`src/rtl/idct_unit_if.sv`:
```
// rtl/idct_unit_if.sv - coefficient input / sample output bundle for one IDCT output lane
interface idct_if #(
   parameter int COEF_W = 12,
   parameter int OUT_W  = 12
);
   logic                     ena;
   logic                     dstrb;
   logic                     din_vld;
   logic signed [COEF_W-1:0] din;
   logic signed [OUT_W-1:0]  dout;
   logic                     dout_vld;
   logic                     busy;
   logic                     err;

   modport master (
      output ena, dstrb, din_vld, din,
      input  dout, dout_vld, busy, err
   );

   modport slave (
      input  ena, dstrb, din_vld, din,
      output dout, dout_vld, busy, err
   );
endinterface

```
`src/rtl/idct_unit.sv`:
```
// rtl/idct_unit.sv - one output lane f(X) of the 8-point 1-D inverse DCT
module idct_unit #(
   parameter int X       = 0,
   parameter int COEF_W  = 12,
   parameter int CONST_W = 12,
   parameter int OUT_W   = 12
) (
   input logic  clk,
   input logic  rst,
   idct_if.slave bus
);
   localparam int PROD_W = COEF_W + CONST_W;
   localparam int ACC_W  = PROD_W + 3;
   localparam logic signed [ACC_W-1:0] OUT_MAX = ACC_W'((2 ** (OUT_W - 1)) - 1);
   localparam logic signed [ACC_W-1:0] OUT_MIN = -ACC_W'(2 ** (OUT_W - 1));

   typedef enum logic {IDLE, ACC} state_t;

   state_t                    state, state_n;
   logic [2:0]                count, count_n, u;
   logic                      accept, take, first, last, viol;
   logic signed [CONST_W-1:0] coef;
   logic signed [PROD_W-1:0]  prod_d, prod;
   logic                      p_vld, p_first, p_last, a_last;
   logic signed [ACC_W-1:0]   acc, rnd;

   // cos((2X+1)u*pi/16) folded onto the first quadrant; X is fixed, so this is a constant table on u
   function automatic logic signed [CONST_W-1:0] cos_const(input logic [2:0] idx);
      int m;
      int mag;
      logic neg;
      m   = ((2 * X + 1) * int'(idx)) % 32;
      if (m > 16) m = 32 - m;
      neg = (m > 8);
      if (neg) m = 16 - m;
      mag = 0;
      case (m)
         0: mag = 1024;
         1: mag = 1004;
         2: mag = 946;
         3: mag = 851;
         4: mag = 724;
         5: mag = 569;
         6: mag = 392;
         7: mag = 200;
         default: mag = 0;
      endcase
      if (idx == 3'd0) begin
         mag = 724;
         neg = 1'b0;
      end
      return CONST_W'(neg ? -mag : mag);
   endfunction

   assign accept = bus.ena & bus.din_vld;
   assign coef   = cos_const(u);
   assign prod_d = bus.din * coef;
   assign rnd    = (acc + ACC_W'(1024)) >>> 11;
   assign bus.busy = (state == ACC);

   always_comb begin
      state_n = state;
      count_n = count;
      u       = count;
      take    = 1'b0;
      first   = 1'b0;
      last    = 1'b0;
      viol    = 1'b0;
      if (accept) begin
         if (bus.dstrb) begin
            // a strobe inside a vector drops the partial sum and restarts on this sample
            take    = 1'b1;
            first   = 1'b1;
            u       = 3'd0;
            count_n = 3'd1;
            state_n = ACC;
            viol    = (state == ACC);
         end else if (state == ACC) begin
            take    = 1'b1;
            count_n = count + 3'd1;
            if (count == 3'd7) begin
               last    = 1'b1;
               count_n = 3'd0;
               state_n = IDLE;
            end
         end else begin
            viol = 1'b1;
         end
      end
   end

   always_ff @(posedge clk or posedge rst) begin
      if (rst) begin
         state        <= IDLE;
         count        <= 3'd0;
         bus.err      <= 1'b0;
         p_vld        <= 1'b0;
         p_first      <= 1'b0;
         p_last       <= 1'b0;
         prod         <= '0;
         acc          <= '0;
         a_last       <= 1'b0;
         bus.dout     <= '0;
         bus.dout_vld <= 1'b0;
      end else if (bus.ena) begin
         state        <= state_n;
         count        <= count_n;
         bus.err      <= viol;
         p_vld        <= take;
         p_first      <= first;
         p_last       <= last;
         prod         <= prod_d;
         if (p_vld) acc <= p_first ? ACC_W'(prod) : acc + ACC_W'(prod);
         a_last       <= p_vld & p_last;
         bus.dout_vld <= a_last;
         if (a_last) begin
            if (rnd > OUT_MAX)      bus.dout <= OUT_MAX[OUT_W-1:0];
            else if (rnd < OUT_MIN) bus.dout <= OUT_MIN[OUT_W-1:0];
            else                    bus.dout <= rnd[OUT_W-1:0];
         end
      end
   end
endmodule

```
`src/flat_wrapper.sv`:
```
// flat-port wrapper written by rule: the top's interface ports become plain ports
module idct_unit_flat 
#(
   parameter int X       = 0,
   parameter int COEF_W  = 12,
   parameter int CONST_W = 12,
   parameter int OUT_W   = 12
)
  (clk, rst, bus_ena, bus_dstrb, bus_din_vld, bus_din, bus_dout, bus_dout_vld, bus_busy, bus_err);
  idct_if #(.COEF_W(COEF_W), .OUT_W(OUT_W)) bus_i ();
  input logic clk;
  input logic rst;
  input wire logic [$bits(bus_i.ena)-1:0] bus_ena;
  input wire logic [$bits(bus_i.dstrb)-1:0] bus_dstrb;
  input wire logic [$bits(bus_i.din_vld)-1:0] bus_din_vld;
  input wire logic [$bits(bus_i.din)-1:0] bus_din;
  output wire logic [$bits(bus_i.dout)-1:0] bus_dout;
  output wire logic [$bits(bus_i.dout_vld)-1:0] bus_dout_vld;
  output wire logic [$bits(bus_i.busy)-1:0] bus_busy;
  output wire logic [$bits(bus_i.err)-1:0] bus_err;
  assign bus_i.ena = bus_ena;
  assign bus_i.dstrb = bus_dstrb;
  assign bus_i.din_vld = bus_din_vld;
  assign bus_i.din = bus_din;
  assign bus_dout = bus_i.dout;
  assign bus_dout_vld = bus_i.dout_vld;
  assign bus_busy = bus_i.busy;
  assign bus_err = bus_i.err;
  idct_unit #(.X(X), .COEF_W(COEF_W), .CONST_W(CONST_W), .OUT_W(OUT_W)) u_core (.clk(clk), .rst(rst), .bus(bus_i));
endmodule
```
`config.mk`:
```
export PLATFORM = sky130hd
export DESIGN_NAME = idct_unit_flat
export DESIGN_NICKNAME = d
export VERILOG_FILES = /design/src/rtl/idct_unit_if.sv /design/src/rtl/idct_unit.sv /design/src/flat_wrapper.sv
export SDC_FILE = /design/constraint.sdc
export NUM_CORES = 1
export LEC_CHECK = 0
export CAP_MARGIN = 20
export CORE_AREA = 2 2 131 133
export CTS_CLUSTER_DIAMETER = 200
export DETAILED_ROUTE_END_ITERATION = 7
export DIE_AREA = 0 0 133 135
export HOLD_SLACK_MARGIN = 0.05
export MAX_ROUTING_LAYER = met4
export PLACE_DENSITY_LB_ADDON = 0.08
export SETUP_SLACK_MARGIN = 0.02
export SLEW_MARGIN = 20
export SYNTH_ARGS = -nofsm -noshare
export SYNTH_HDL_FRONTEND = slang
export SYNTH_SLANG_ARGS = --single-unit
```
`constraint.sdc`:
```
create_clock -name clk -period 8.6 [get_ports clk]
set_input_delay 1.72 -clock clk [delete_from_list [all_inputs] [get_ports clk]]
set_output_delay 1.72 -clock clk [all_outputs]
set_load 0.01 [all_outputs]
```
; Yosys cells after proc, flatten, opt, wreduce, memory -nomap -nowiden
; Memories as Yosys holds them, arrays and structs flattened.
; Cells that the tools add are included.
; Widths: inputs -> output; s select.
[op_classes]
n_bitwise = 2
n_reduce_logical = 7
mul = 1
muxes = 29
order_cmp = 4
eq_ne = 1
addsub = 6
[ops]
columns = operator, count
row1 = $mux 32, 2
row2 = $mux 12, 5
row3 = $gt 32x5->1 const B, 1
row4 = $sub 6x32->32 const A, 1
row5 = $logic_not 29->1, 1
row6 = $add 27x12->27 const B, 1
row7 = $add 27x24->27, 1
row8 = $mux 27, 1
row9 = $mul 12x12->24, 1
row10 = $gt 16x12->1 const B, 1
row11 = $lt 16x12->1 const B, 1
row12 = $mux 1, 16
row13 = $mux 3, 5
row14 = $neg 12->12, 1
row15 = $sub 6x3->7 const A, 1
row16 = $reduce_and 2->1, 3
row17 = $gt 3x5->1 const B, 1
row18 = $add 3x1->3 const B, 1
row19 = $eq 3x3->1 const B, 1
row20 = $logic_not 3->1, 1
row21 = $reduce_and 3->1, 1
row22 = $and 1x1->1, 2
row23 = $reduce_bool 2->1, 1
[totals]
output_inout_bits = 15
in_bits = 17
mem_bits_ro = 88
memories = 1
wordCells = 62
register_bits = 73
[mem_list]
columns = memory, depth, word_bits, rd, rd_ports_with_merged_regs, wr, line_no
row1 = (no name shown), 8, 11, 1, 0, 0, idct_unit.sv:37  ; case (m)

; Longest topological paths before layout
[depth]
depth_word = 12
ltp_mapped = 29
ltp_nobuf = 26

; Worst setup path before layout
; No wires, ideal clock.
[synth_path]
path_kind = in2reg
from = input bus_ena
to = register u_core.prod[22]
arrival_ns = 7.950
path_slack_ns = 0.525
path_stages = 27
setup_ns = 0.125
path_cell_list = clkbuf_1 nand3_1 and2_1 clkbuf_1 inv_1 ha_1 inv_1 a22oi_1 clkbuf_1 nand2_1 fa_1 fa_1 fa_1 inv_1 fa_1 inv_1 fa_1 inv_1 ha_1 o21ai_2 a211oi_2 and4_1 a211o_1 a21o_1 a311oi_2 xnor2_1 mux2_4
[synth_via]
elab_chain_cells = 12
elab_cells_between_ends = 17
cone_classes = add/sub: 3 / mul: 1 / order compare: 2 / mux: 7 / bitwise: 1 / reduce/logical: 2 / memory: 1
[synth_lines]
columns = item, line_no
row1 = start: declaration, flat_wrapper.sv:13  ; input wire logic [$bits(bus_i.ena)-1:0] bus_ena;
row2 = $and 1x1->1, idct_unit.sv:55  ; assign accept = bus.ena & bus.din_vld;
row3 = $mux 3, idct_unit.sv:69  ; if (accept) begin
row4 = $sub 6x3->7 / $gt 3x5->1 (equally long branches), idct_unit.sv:33  ; if (m > 16) m = 32 - m;
row5 = $mux 32, idct_unit.sv:33
row6 = $sub 6x32->32 / $gt 32x5->1 (equally long branches), "idct_unit.sv:35, idct_unit.sv:34"
row7 = $mux 32, idct_unit.sv:35  ; if (neg) m = 16 - m;
row8 = $mem_v2 8x11 / $logic_not 29->1 (equally long branches), --
row9 = $mux 12, idct_unit.sv:37
row10 = $mux 12, idct_unit.sv:48  ; if (idx == 3'd0) begin
row11 = $neg 12->12, idct_unit.sv:52  ; return CONST_W'(neg ? -mag : mag);
row12 = $mux 12, idct_unit.sv:52
row13 = $mul 12x12->24, idct_unit.sv:57  ; assign prod_d = bus.din * coef;
row14 = end signal: assignment, idct_unit.sv:112  ; prod <= prod_d;
row15 = end: declaration, idct_unit.sv:23  ; logic signed [PROD_W-1:0] prod_d, prod;
; Parallel ways exist; a longest one is shown, timed or not.
; A chain may end at the register's enable or synchronous reset.

; Final worst setup path
[layout_path]
from = input bus_din_vld
to = register u_core.prod[22]
[layout_via]
elab_chain_cells = 12
elab_cells_between_ends = 17
cone_classes = add/sub: 3 / mul: 1 / order compare: 2 / mux: 7 / bitwise: 1 / reduce/logical: 2 / memory: 1
[layout_lines]
columns = item, line_no
row1 = start: declaration, flat_wrapper.sv:15  ; input wire logic [$bits(bus_i.din_vld)-1:0] bus_din_vld;
row2 = $and 1x1->1 *, idct_unit.sv:55
row3 = $mux 3 *, idct_unit.sv:69
row4 = $sub 6x3->7 / $gt 3x5->1 (equally long branches), idct_unit.sv:33
row5 = $mux 32, idct_unit.sv:33
row6 = $sub 6x32->32 / $gt 32x5->1 (equally long branches), "idct_unit.sv:35, idct_unit.sv:34"
row7 = $mux 32, idct_unit.sv:35
row8 = $mem_v2 8x11 / $logic_not 29->1 (equally long branches), --
row9 = $mux 12, idct_unit.sv:37
row10 = $mux 12, idct_unit.sv:48
row11 = $neg 12->12, idct_unit.sv:52
row12 = $mux 12 *, idct_unit.sv:52
row13 = $mul 12x12->24 *, idct_unit.sv:57
; Every way passes the cells marked *; elsewhere a longest branch is shown, timed or not.

==> Implementation_results.wiki <==
{| class="wikitable"
! Metric !! Value
|-
| Run status || completed
|-
| Pin count of the biggest net entering global routing || 74
|-
| Worst path required time || 8820 ps
|-
| WHS Path Cells || 2
|-
| Reg2Reg Capture Point || u_core.prod[22]
|-
| Clock root buffer || sky130_fd_sc_hd__clkbuf_16
|-
| Total Routed Length || 19850 um
|-
| Dominant register cell in the synthesized netlist || sky130_fd_sc_hd__dfrtp_1
|-
| Routability Congestion || 0.9021
|-
| Pins Over Slew Limit || 0
|-
| CTS tree || yes
|-
| Drt first-iter violations || approximately 400
|-
| Synth Area per Inst || 8.802 sq um
|-
| Initial antenna violation count || 0
|-
| Total of max-cap violations || 0
|-
| Post-synth EDFFs || 0
|-
| Gate count of the mapped netlist || 1107
|-
| Inserted Clock Buffers || 9
|-
| Residual antenna-violating net count after detailed routing || 0
|-
| Detail-routed via count per cell || 5.454
|-
| Hold-fix buffers at CTS || 0
|-
| CP max stage delay || 550 ps
|-
| Overall fraction of global-route tracks in use || 0.2448
|-
| Sum of buffers and inverters on the critical path || 7
|-
| Net count of the mapped netlist || 1334
|-
| Critical Path Start || bus_din_vld
|-
| Final setup skew || roughly 6.2 ps
|-
| Share of cells above drive strength 1 || 0.06311
|-
| H-Tree Depth || 3
|-
| Destination of the worst hold path || u_core.acc[2]
|-
| # nets final || between 1000 and 1500
|-
| Inserted Diodes || 0
|-
| Number of buffer cells added on primary ports || 31
|-
| Maximum achievable frequency || 122.7 MHz
|-
| Part of the Yosys area used for sequential elements || 0.1875
|-
| Highest-count cells in the layout ignoring fill and taps || 186 x sky130_fd_sc_hd__inv_1, 113 x sky130_fd_sc_hd__nand2_1, 113 x sky130_fd_sc_hd__fa_1
|-
| CP delay by family, top || adder cells
|-
| Latest clock arrival within the worst-skew pair || 340 ps
|-
| Setup repair after global routing missed its margin || no
|-
| Area Overhead vs Synth || 8.706%
|-
| Data arrival time of the worst path || 8370 ps
|-
| Kind of critical path || input port to register
|-
| Launch point of the worst reg-to-reg path || u_core.count[1]
|-
| Transition time of the tightest slew-check pin || 910.3 ps
|-
| Post-CTS Setup Bufs || 0
|-
| Cell Count, Final, Fillers Out || between 1000 and 1500
|-
| Number of library cell types mapped by synthesis || 63
|-
| Critical path fanouts, max || 12
|-
| Placeable Area || 16410 sq um
|-
| Die Wd || about 130 um
|-
| Die outline height || 135 um
|-
| Cell area after placement || 10280 sq um
|-
| Number of synthesized register bits || 73
|-
| Number of buffers between clock root and the deepest sink || 2
|-
| Cell row count || 47
|-
| Via count of the first global-routing pass || 7279
|-
| Top-level port count || 32
|-
| Length of the first detailed-routing pass in iterations || 5
|-
| Slowest stage cell, crit path || sky130_fd_sc_hd__clkdlybuf4s50_1
|-
| Final critical delay including setup and external delays || between 8000 and 9000 ps
|-
| Number of sinks driven by the clock tree || between 70 and 80
|-
| Worst reg-to-reg path cell count || 23
|-
| Final setup vio count || 0
|-
| Number of design rule violations left after detail routing || 0
|-
| Post-synth design cell area || 9744 sq um
|-
| Class of the tightest hold or removal check || register to register
|-
| Placed Cells incl. Taps || 1329
|-
| Kind of launch point of the worst setup path || input port
|-
| Synth Warn # || 0
|-
| Final hold violations || 0
|-
| Min Hold Slack || roughly 490 ps
|-
| Via count || 7335
|-
| Remaining max-slew budget at the tightest pin || 0.3931
|-
| Effective utilization at floorplan || 0.5939
|-
| Placed wire-length estimate || 15900 um
|-
| Most common library cell in the layout ignoring fill and taps || sky130_fd_sc_hd__inv_1
|-
| Async set or reset register ratio after synthesis || 1.000
|-
| Critical hold path startpoint || u_core.acc[2]
|-
| Die area || between 15000 and 20000 sq um
|-
| Global-route wire length before repair || 34510 um
|-
| Clock Pin Slew Worst Setup and Hold Paths || ~60 ps
|-
| Cell area after layout || 10590 sq um
|-
| Post-route fraction of the period consumed by the critical path || 0.9474
|-
| Grt ovf || 0
|-
| Average wire per cell in the routed design || 14.75 um
|-
| Worst setup slack for register-to-register paths || 2090 ps
|-
| Crit path capture type || register
|}
==> synthesized netlist by cell type (5+ instances only) <==
cell type	instances	share of area
sky130_fd_sc_hd__clkbuf_1	35	0.013
sky130_fd_sc_hd__fa_1	113	0.23
sky130_fd_sc_hd__dfrtp_1	73	0.19
sky130_fd_sc_hd__nor2_1	41	0.016
sky130_fd_sc_hd__nand3_1	16	0.0082
sky130_fd_sc_hd__a21oi_1	65	0.033
sky130_fd_sc_hd__xnor2_1	30	0.027
sky130_fd_sc_hd__inv_1	187	0.072
sky130_fd_sc_hd__a31oi_1	8	0.0051
sky130_fd_sc_hd__mux2i_1	5	0.0051
sky130_fd_sc_hd__nand2b_1	10	0.0064
sky130_fd_sc_hd__a211oi_1	6	0.0046
sky130_fd_sc_hd__ha_1	97	0.12
sky130_fd_sc_hd__o211ai_1	5	0.0039
sky130_fd_sc_hd__xor2_1	20	0.018
sky130_fd_sc_hd__and3_1	14	0.0090
sky130_fd_sc_hd__nand2_1	113	0.044
sky130_fd_sc_hd__nand4_1	6	0.0039
sky130_fd_sc_hd__nor2b_1	26	0.017
sky130_fd_sc_hd__o21ai_0	65	0.033
sky130_fd_sc_hd__a21o_1	19	0.015
sky130_fd_sc_hd__nor3_1	5	0.0026
sky130_fd_sc_hd__and2_1	47	0.030
sky130_fd_sc_hd__mux2_2	20	0.023
sky130_fd_sc_hd__buf_1	12	0.0046
==> worst min-delay path: stages, from the launching register on <==
cell,delay [ps]
sky130_fd_sc_hd__dfrtp_1,350
sky130_fd_sc_hd__nand2_1,50
sky130_fd_sc_hd__o21ai_0,60
==> final cells by class <==
| class | count | area (sq um) |
|---|---|---|
| inverters | 187 | 701.9 |
| flip-flops and latches | 73 | 1827 |
| clock buffers | 13 | 250.2 |
| clock inverters | 3 | 40.04 |
| repair buffers | 49 | 440.4 |
| well taps | 220 | 275.3 |
| fillers | 1366 | 5814 |
| multi-input cells | 800 | 7058 |
==> metrics by stage <==
| step | utilization | setup TNS [ps] | worst slack, ps |
|---|---|---|---|
| 6_report | 0.6456 | 0 | 452.4 |
| 3_5_place_dp | 0.6268 | -281.5 | -102.4 |
| 3_3_place_gp | 0.6268 | 0 | 107.0 |
| 4_1_cts | 0.6445 | 0 | 224.4 |
| 5_1_grt | 0.6456 | 0 | 33.37 |
| 2_1_floorplan | - | 0 | 524.8 |
==> logic make-up after synthesis <==
kind of cell / Yosys count / share of synthesized area
simple gates: 296 / 0.1509
fa+ha+maj: 210 / 0.3567
compound gates: 218 / 0.1401
flops: 73 / 0.1875
xor+xnor: 50 / 0.04494
mux: 26 / 0.02979
buf+inv: 234 / 0.09014
==> what timing repair did <==
item,in CTS,in global routing
endpoints found under the setup margin,0,4
gates resized for setup,0,5
hold endpoints to repair,0,0
==> how the worst max path moves through the flow <==
stage                                 end  slack, ps  cells after the start
after floorplan           u_core.prod[22]        520                     27
after global placement    u_core.prod[21]        110                     26
after detailed placement  u_core.prod[21]       -100                     26
after CTS                 u_core.prod[21]        220                     26
after global routing      u_core.prod[22]         30                     26
final                     u_core.prod[22]        450                     26
==> flip-flops by register name, indices dropped and copies added, names as in the netlist <==
signal	count
u_core.acc	27
u_core.prod	24
u_core.bus.dout	12
u_core.count	3
u_core.a_last	1
u_core.bus.busy	1
u_core.bus.dout_vld	1
u_core.bus.err	1
u_core.p_first	1
u_core.p_last	1
u_core.p_vld	1
==> metal layers <==
| metal | GRT usage | part of all wire |
|---|---|---|
| met1 | 0.3338 | 0.49 |
| met2 | 0.3935 | 0.46 |
| met3 | 0.02440 | 0.030 |
| met4 | 0.07109 | 0.019 |
| met5 | - | 0 |
Power is left out: the tool's default activity adds up to more than one toggle a clock period on the data nets, which glitch-free logic cannot reach.
